==> src/rtl/vdp_sprite_pkg.sv <==
// Shared definitions for the sprite metadata loader: block one-hot codes, table size, DMA states.
package vdp_sprite_pkg;

  localparam int SPRITE_COUNT = 256;
  localparam int IDX_W        = $clog2(SPRITE_COUNT);

  localparam logic [2:0] SPRITE_META_X = 3'b001;
  localparam logic [2:0] SPRITE_META_Y = 3'b010;
  localparam logic [2:0] SPRITE_META_G = 3'b100;

  typedef enum logic [2:0] {
    DMA_IDLE,
    DMA_REQ,
    DMA_WAIT,
    DMA_WRITE,
    DMA_NEXT
  } dma_state_t;

  function automatic logic [2:0] lowest_onehot(input logic [2:0] m);
    return m & (~m + 3'd1);
  endfunction

  // Position of a block inside the source table (x, y, g laid out back to back).
  function automatic logic [1:0] blk_index(input logic [2:0] oh);
    if (oh == SPRITE_META_G) return 2'd2;
    if (oh == SPRITE_META_Y) return 2'd1;
    return 2'd0;
  endfunction

endpackage

==> src/rtl/vdp_sprite_meta_write_mux.sv <==
// Registered merge of CPU and DMA metadata writes; CPU always wins, DMA is told via o_dma_grant.
module vdp_sprite_meta_write_mux
  import vdp_sprite_pkg::*;
(
  input  logic             clk,
  input  logic             reset,
  input  logic             i_cpu_we,
  input  logic [IDX_W-1:0] i_cpu_addr,
  input  logic [15:0]      i_cpu_dat,
  input  logic [2:0]       i_cpu_blk,
  input  logic             i_dma_req,
  input  logic [IDX_W-1:0] i_dma_addr,
  input  logic [15:0]      i_dma_dat,
  input  logic [2:0]       i_dma_blk,
  output logic             o_dma_grant,
  output logic [IDX_W-1:0] o_meta_addr,
  output logic [15:0]      o_meta_dat,
  output logic [2:0]       o_meta_blk,
  output logic             o_meta_we
);

  logic [IDX_W-1:0] r_addr;
  logic [15:0]      r_dat;
  logic [2:0]       r_blk;
  logic             r_we;

  assign o_dma_grant = i_dma_req & ~i_cpu_we;

  always_ff @(posedge clk) begin
    if (reset) begin
      r_addr <= '0;
      r_dat  <= '0;
      r_blk  <= '0;
      r_we   <= 1'b0;
    end else if (i_cpu_we) begin
      r_addr <= i_cpu_addr;
      r_dat  <= i_cpu_dat;
      r_blk  <= i_cpu_blk;
      r_we   <= 1'b1;
    end else if (i_dma_req) begin
      r_addr <= i_dma_addr;
      r_dat  <= i_dma_dat;
      r_blk  <= i_dma_blk;
      r_we   <= 1'b1;
    end else begin
      r_we   <= 1'b0;
    end
  end

  assign o_meta_addr = r_addr;
  assign o_meta_dat  = r_dat;
  assign o_meta_blk  = r_blk;
  assign o_meta_we   = r_we;

endmodule

==> src/rtl/vdp_sprite_meta_dma.sv <==
// Vblank-gated bulk copy of sprite x/y/g attribute blocks from VRAM into the sprite metadata port,
// one read outstanding at a time, merged with CPU metadata writes that always take priority.
module vdp_sprite_meta_dma
  import vdp_sprite_pkg::*;
#(
  parameter int SRC_AW = 16
) (
  input  logic              clk,
  input  logic              reset,
  input  logic              start,
  input  logic [SRC_AW-1:0] src_base,
  input  logic [IDX_W-1:0]  count,
  input  logic [2:0]        block_mask,
  input  logic              vblank,
  input  logic [IDX_W-1:0]  cpu_address,
  input  logic [15:0]       cpu_write_data,
  input  logic [2:0]        cpu_block_select,
  input  logic              cpu_we,
  output logic [SRC_AW-1:0] src_read_address,
  output logic              src_read_req,
  input  logic [15:0]       src_read_data,
  input  logic              src_data_valid,
  output logic [IDX_W-1:0]  meta_address,
  output logic [15:0]       meta_write_data,
  output logic [2:0]        meta_block_select,
  output logic              meta_we,
  output logic              busy,
  output logic              done
);

  dma_state_t        r_state;
  logic [SRC_AW-1:0] r_base;
  logic [IDX_W-1:0]  r_count;
  logic [2:0]        r_mask;
  logic [2:0]        r_blk;
  logic [IDX_W-1:0]  r_idx;
  logic [15:0]       r_hold;
  logic [SRC_AW-1:0] r_src_addr;
  logic              r_src_req;
  logic              r_busy;
  logic              r_done;

  logic              w_dma_grant;
  logic              w_dma_req;
  logic [SRC_AW-1:0] w_offset;
  logic [IDX_W:0]    w_idx_inc;
  logic              w_last_idx;
  logic [2:0]        w_next_blk;

  assign w_dma_req  = (r_state == DMA_WRITE);
  assign w_offset   = SRC_AW'({blk_index(r_blk), r_idx});
  assign w_idx_inc  = {1'b0, r_idx} + {{IDX_W{1'b0}}, 1'b1};
  // A count of zero stands for a full block, so compare against count with an extra top bit.
  assign w_last_idx = (w_idx_inc == {(r_count == '0), r_count});
  assign w_next_blk = lowest_onehot(r_mask & ~(r_blk | (r_blk - 3'd1)));

  always_ff @(posedge clk) begin
    if (reset) begin
      r_state    <= DMA_IDLE;
      r_base     <= '0;
      r_count    <= '0;
      r_mask     <= '0;
      r_blk      <= '0;
      r_idx      <= '0;
      r_hold     <= '0;
      r_src_addr <= '0;
      r_src_req  <= 1'b0;
      r_busy     <= 1'b0;
      r_done     <= 1'b0;
    end else begin
      r_src_req <= 1'b0;
      r_done    <= 1'b0;
      case (r_state)
        DMA_IDLE: begin
          if (start) begin
            r_base  <= src_base;
            r_count <= count;
            r_mask  <= block_mask;
            r_blk   <= lowest_onehot(block_mask);
            r_idx   <= '0;
            if (block_mask == 3'b000) begin
              r_done <= 1'b1;
            end else begin
              r_busy  <= 1'b1;
              r_state <= DMA_REQ;
            end
          end
        end
        DMA_REQ: begin
          if (vblank) begin
            r_src_req  <= 1'b1;
            r_src_addr <= r_base + w_offset;
            r_state    <= DMA_WAIT;
          end
        end
        // Completes even if vblank has dropped; the metadata port accepts writes at any time.
        DMA_WAIT: begin
          if (src_data_valid) begin
            r_hold  <= src_read_data;
            r_state <= DMA_WRITE;
          end
        end
        DMA_WRITE: begin
          if (w_dma_grant) r_state <= DMA_NEXT;
        end
        DMA_NEXT: begin
          if (w_last_idx) begin
            r_idx <= '0;
            if (w_next_blk == 3'b000) begin
              r_done  <= 1'b1;
              r_busy  <= 1'b0;
              r_state <= DMA_IDLE;
            end else begin
              r_blk   <= w_next_blk;
              r_state <= DMA_REQ;
            end
          end else begin
            r_idx   <= w_idx_inc[IDX_W-1:0];
            r_state <= DMA_REQ;
          end
        end
        default: r_state <= DMA_IDLE;
      endcase
    end
  end

  vdp_sprite_meta_write_mux u_mux (
    .clk         (clk),
    .reset       (reset),
    .i_cpu_we    (cpu_we),
    .i_cpu_addr  (cpu_address),
    .i_cpu_dat   (cpu_write_data),
    .i_cpu_blk   (cpu_block_select),
    .i_dma_req   (w_dma_req),
    .i_dma_addr  (r_idx),
    .i_dma_dat   (r_hold),
    .i_dma_blk   (r_blk),
    .o_dma_grant (w_dma_grant),
    .o_meta_addr (meta_address),
    .o_meta_dat  (meta_write_data),
    .o_meta_blk  (meta_block_select),
    .o_meta_we   (meta_we)
  );

  assign src_read_address = r_src_addr;
  assign src_read_req     = r_src_req;
  assign busy             = r_busy;
  assign done             = r_done;

endmodule

==> config.mk <==
export PLATFORM = sky130hd
export DESIGN_NAME = vdp_sprite_meta_dma
export DESIGN_NICKNAME = d
export VERILOG_FILES = /design/src/rtl/vdp_sprite_pkg.sv /design/src/rtl/vdp_sprite_meta_write_mux.sv /design/src/rtl/vdp_sprite_meta_dma.sv
export SDC_FILE = /design/constraint.sdc
export NUM_CORES = 1
export LEC_CHECK = 0
export CORE_MARGIN = 2
export CORE_UTILIZATION = 50
export DETAILED_ROUTE_END_ITERATION = 8
export PLACE_DENSITY = 0.81
export SYNTH_ARGS = -nofsm -noshare
export SYNTH_HDL_FRONTEND = slang
export SYNTH_SLANG_ARGS = --single-unit
==> constraint.sdc <==
create_clock -name clk -period 2.39 [get_ports clk]
set_input_delay 0.3585 -clock clk [delete_from_list [all_inputs] [get_ports clk]]
set_output_delay 0.3585 -clock clk [all_outputs]
set_load 0.005 [all_outputs]
==> impl_metrics.json, run 1 <==
{
  "synthesis.area_um2": 4980,
  "status": "complete, no violations",
  "layout.nets": 845,
  "ys_seq_area_frac": 0.4141,
  "synthArstFlopShare": 0,
  "synth_ff_type": "dfxtp_1",
  "powerDensity_nw_per_um2": 690.9,
  "synth_fa_ha_area_frac": 0.03166,
  "drc_errors": 0,
  "yosysWarnings": 0,
  "drt_iter0_markers": 273,
  "avgSynthCellArea_um2": 7.638,
  "core.rowCount": 36,
  "endpoint_kind": "register",
  "hold_class": "in -> reg",
  "period_minus_slack_ps": 2217,
  "synth_xor_xnor_area_share": 0.03518,
  "wire_per_inst_um": 14.96,
  "synth-simple-area-share": 0.2673,
  "ys_seq_elements": 103,
  "cp.required_ps": 2670,
  "cts_root_buffer": "clkbuf_8",
  "cts_tree": "yes",
  "top_level_ports": 123,
  "grt.overflow.total": 0,
  "dieWidth_um": 103.8,
  "min_period_over_period": 0.9278,
  "dieArea_um2": 10770,
  "syn_nets": 740,
  "max-slew-margin-rel": 0.5900,
  "cts_max_level": 3,
  "track_usage": 0.2450,
  "power_w": 0.004548,
  "tightest_slew_ps": 613.2,
  "drtPass1Iterations": 5,
  "antenna_cells": 0,
  "clkSinkCount": 103,
  "slew_violations": 0,
  "clk-insertion-delay-late_ps": 380,
  "leakagePower_nw": 2.355,
  "grt_pass1_wl_um": 22220,
  "path_class": "reg -> reg",
  "setup_violations": 0,
  "grt_setup_unrepaired": "false",
  "fmax_mhz": 451.0,
  "clockBufferDepth": 2,
  "area_growth_pct": 32.19,
  "arrival_ps": 2500,
  "antenna_found_initial": 0,
  "ant_nets": 0,
  "cp-start-kind": "register",
  "cp_max_fo": 4,
  "muxShareOfSynthArea": 0.006281,
  "drv_cap": 0,
  "hpwlAfterDp_um": 9655,
  "hold_viol": 0,
  "syn_inst": 652,
  "grt_max_degree": 52,
  "coreArea_um2": 9729,
  "vdd_ir_drop_max_v": 0.0004350,
  "drive_gt1_frac": 0.07743,
  "clock_skew_ps": 14.50,
  "start_util": 0.5118,
  "path_clk_slew_ps": 100,
  "cts_made_buffers": 9,
  "synth_top_family_by_area": "simple AND/OR/NAND/NOR gates",
  "grt_pass1_vias": 4903,
  "portBuffers": 122,
  "routed_wl_um": 13390,
  "gp_congestion": 0.9041,
  "vias": 5028,
  "drt-vias-per-instance": 5.618,
  "ys_types": 61,
  "setup_tns_ps": 0,
  "synth-edff-count": 0,
  "synth-compound-area-share": 0.1995,
  "die_h_um": 103.8
}
sequential cells by signal (all words and copies together), names as in the netlist, 8 cells and up:
name and flops:
r_base 16, u_mux.o_meta_addr 8, r_idx 8, u_mux.o_meta_dat 16, r_count 8, src_read_address 16
r_hold 16
power breakdown:
group / internal, W / leakage (nW) / switching, W
sequential: 0.00190 / 0.842 / 0.000175
clock: 0.000510 / 0.108 / 0.000646
combinational: 0.000597 / 1.40 / 0.000722
Yosys cell counts (4+ instances only):
cell | n | area share
nor2_1 | 54 | 0.041
clkbuf_1 | 39 | 0.029
nand3b_1 | 7 | 0.011
nand2_1 | 134 | 0.10
nor4_1 | 4 | 0.0050
nor3_1 | 12 | 0.012
nor3b_1 | 7 | 0.011
or3_1 | 4 | 0.0050
a21oi_1 | 118 | 0.12
a211oi_1 | 10 | 0.015
nor4b_1 | 4 | 0.0070
o21ai_0 | 12 | 0.012
inv_1 | 9 | 0.0068
a31oi_1 | 4 | 0.0050
xnor2_1 | 17 | 0.030
o211ai_1 | 4 | 0.0060
dfxtp_1 | 103 | 0.41
and3_1 | 6 | 0.0075
nand3_1 | 33 | 0.033
ha_1 | 11 | 0.028
worst max-delay path: stages (launching register included):
cell	delay, ps
dfxtp_1	360
ha_1	180
inv_1	60
fa_1	400
nor2b_1	120
o21ai_0	140
a21boi_2	220
o21ai_2	120
a211oi_2	220
xnor2_1	90
a211oi_1	230
final timing paths:
check        cells after the start  slack (ps)                                 to                             start
max                             10         170  src_read_address[12]$_SDFFE_PP0P_             r_idx[0]$_SDFFE_PP0P_
min                              3         370  u_mux.o_meta_addr[7]$_SDFFE_PP0P_                            cpu_we
max reg2reg                     10         170  src_read_address[12]$_SDFFE_PP0P_             r_idx[0]$_SDFFE_PP0P_
min reg2reg                      2         460   src_read_address[8]$_SDFFE_PP0P_  src_read_address[8]$_SDFFE_PP0P_
metal layers:
layer | GRT usage | routed length, um
met1 | 0.2995 | 5765
met2 | 0.4399 | 6696
met3 | 0.04783 | 717
met4 | 0.06564 | 206
met5 | 0 | 0
per-stage QoR:
step | std cells | instance area [um^2] | utilization | hold slack [ps] | setup slack [ps]
floorplan | 652 | 4980 | - | 431.8 | 182.4
global placement | 878 | 6339 | 0.6515 | 440.3 | 246.6
detailed placement | 878 | 6339 | 0.6515 | 444.8 | 97.18
CTS | 894 | 6550 | 0.6732 | 351.5 | 34.40
global route | 895 | 6583 | 0.6766 | 383.6 | 2.562
finish | 895 | 6583 | 0.6766 | 368.6 | 172.6
repair_timing:
| action | in CTS | in global routing |
|---|---|---|
| hold buffers | 0 | 0 |
| setup endpoints to repair | 0 | 11 |
| setup buffers | 0 | 1 |
| hold endpoints to repair | 0 | 0 |
| gates resized for setup | 0 | 7 |
cells in the final DEF (no fill, tap or decap), types with 5 or more instances in the layout:
master and count:
xnor2_1 17, a21oi_1 118, a211oi_1 8, nor3_1 11, nor3b_1 7, clkbuf_8 9
dfxtp_1 102, nand2_1 134, ha_1 11, clkdlybuf4s50_1 120, nor2_1 54, and3_1 5
inv_1 9, nand3b_1 7, o21ai_0 12, buf_4 18, nand3_1 33
cells by family (layout without fill, tap and decap cells):
logic type | after synthesis | in the layout
DFF | 103 | 103
buffers and inverters | 56 | 166
muxes | 3 | 3
adders and majority gates | 12 | 12
and+or+nand+nor | 286 | 286
xor gates and xnor gates | 20 | 20
AOI/OAI and AO/OA | 172 | 172
cell type report:
type	instances	area, um^2
Multi-Input combinational cell	493	2726
Clock buffer	9	123.9
Clock inverter	7	87.58
Inverter	9	33.78
Timing Repair Buffer	141	1381
Fill cell	842	3147
Sequential cell	103	2063
Tap cell	133	166.4
Note: power is estimated with default switching activity, not from simulation.
==> run 2, diff against run 1 <==
SKIP_LAST_GASP = 1   (was unset)
==> results of run 2 <==
No change in the layout: final DEF, timing and power equal those of run 1.
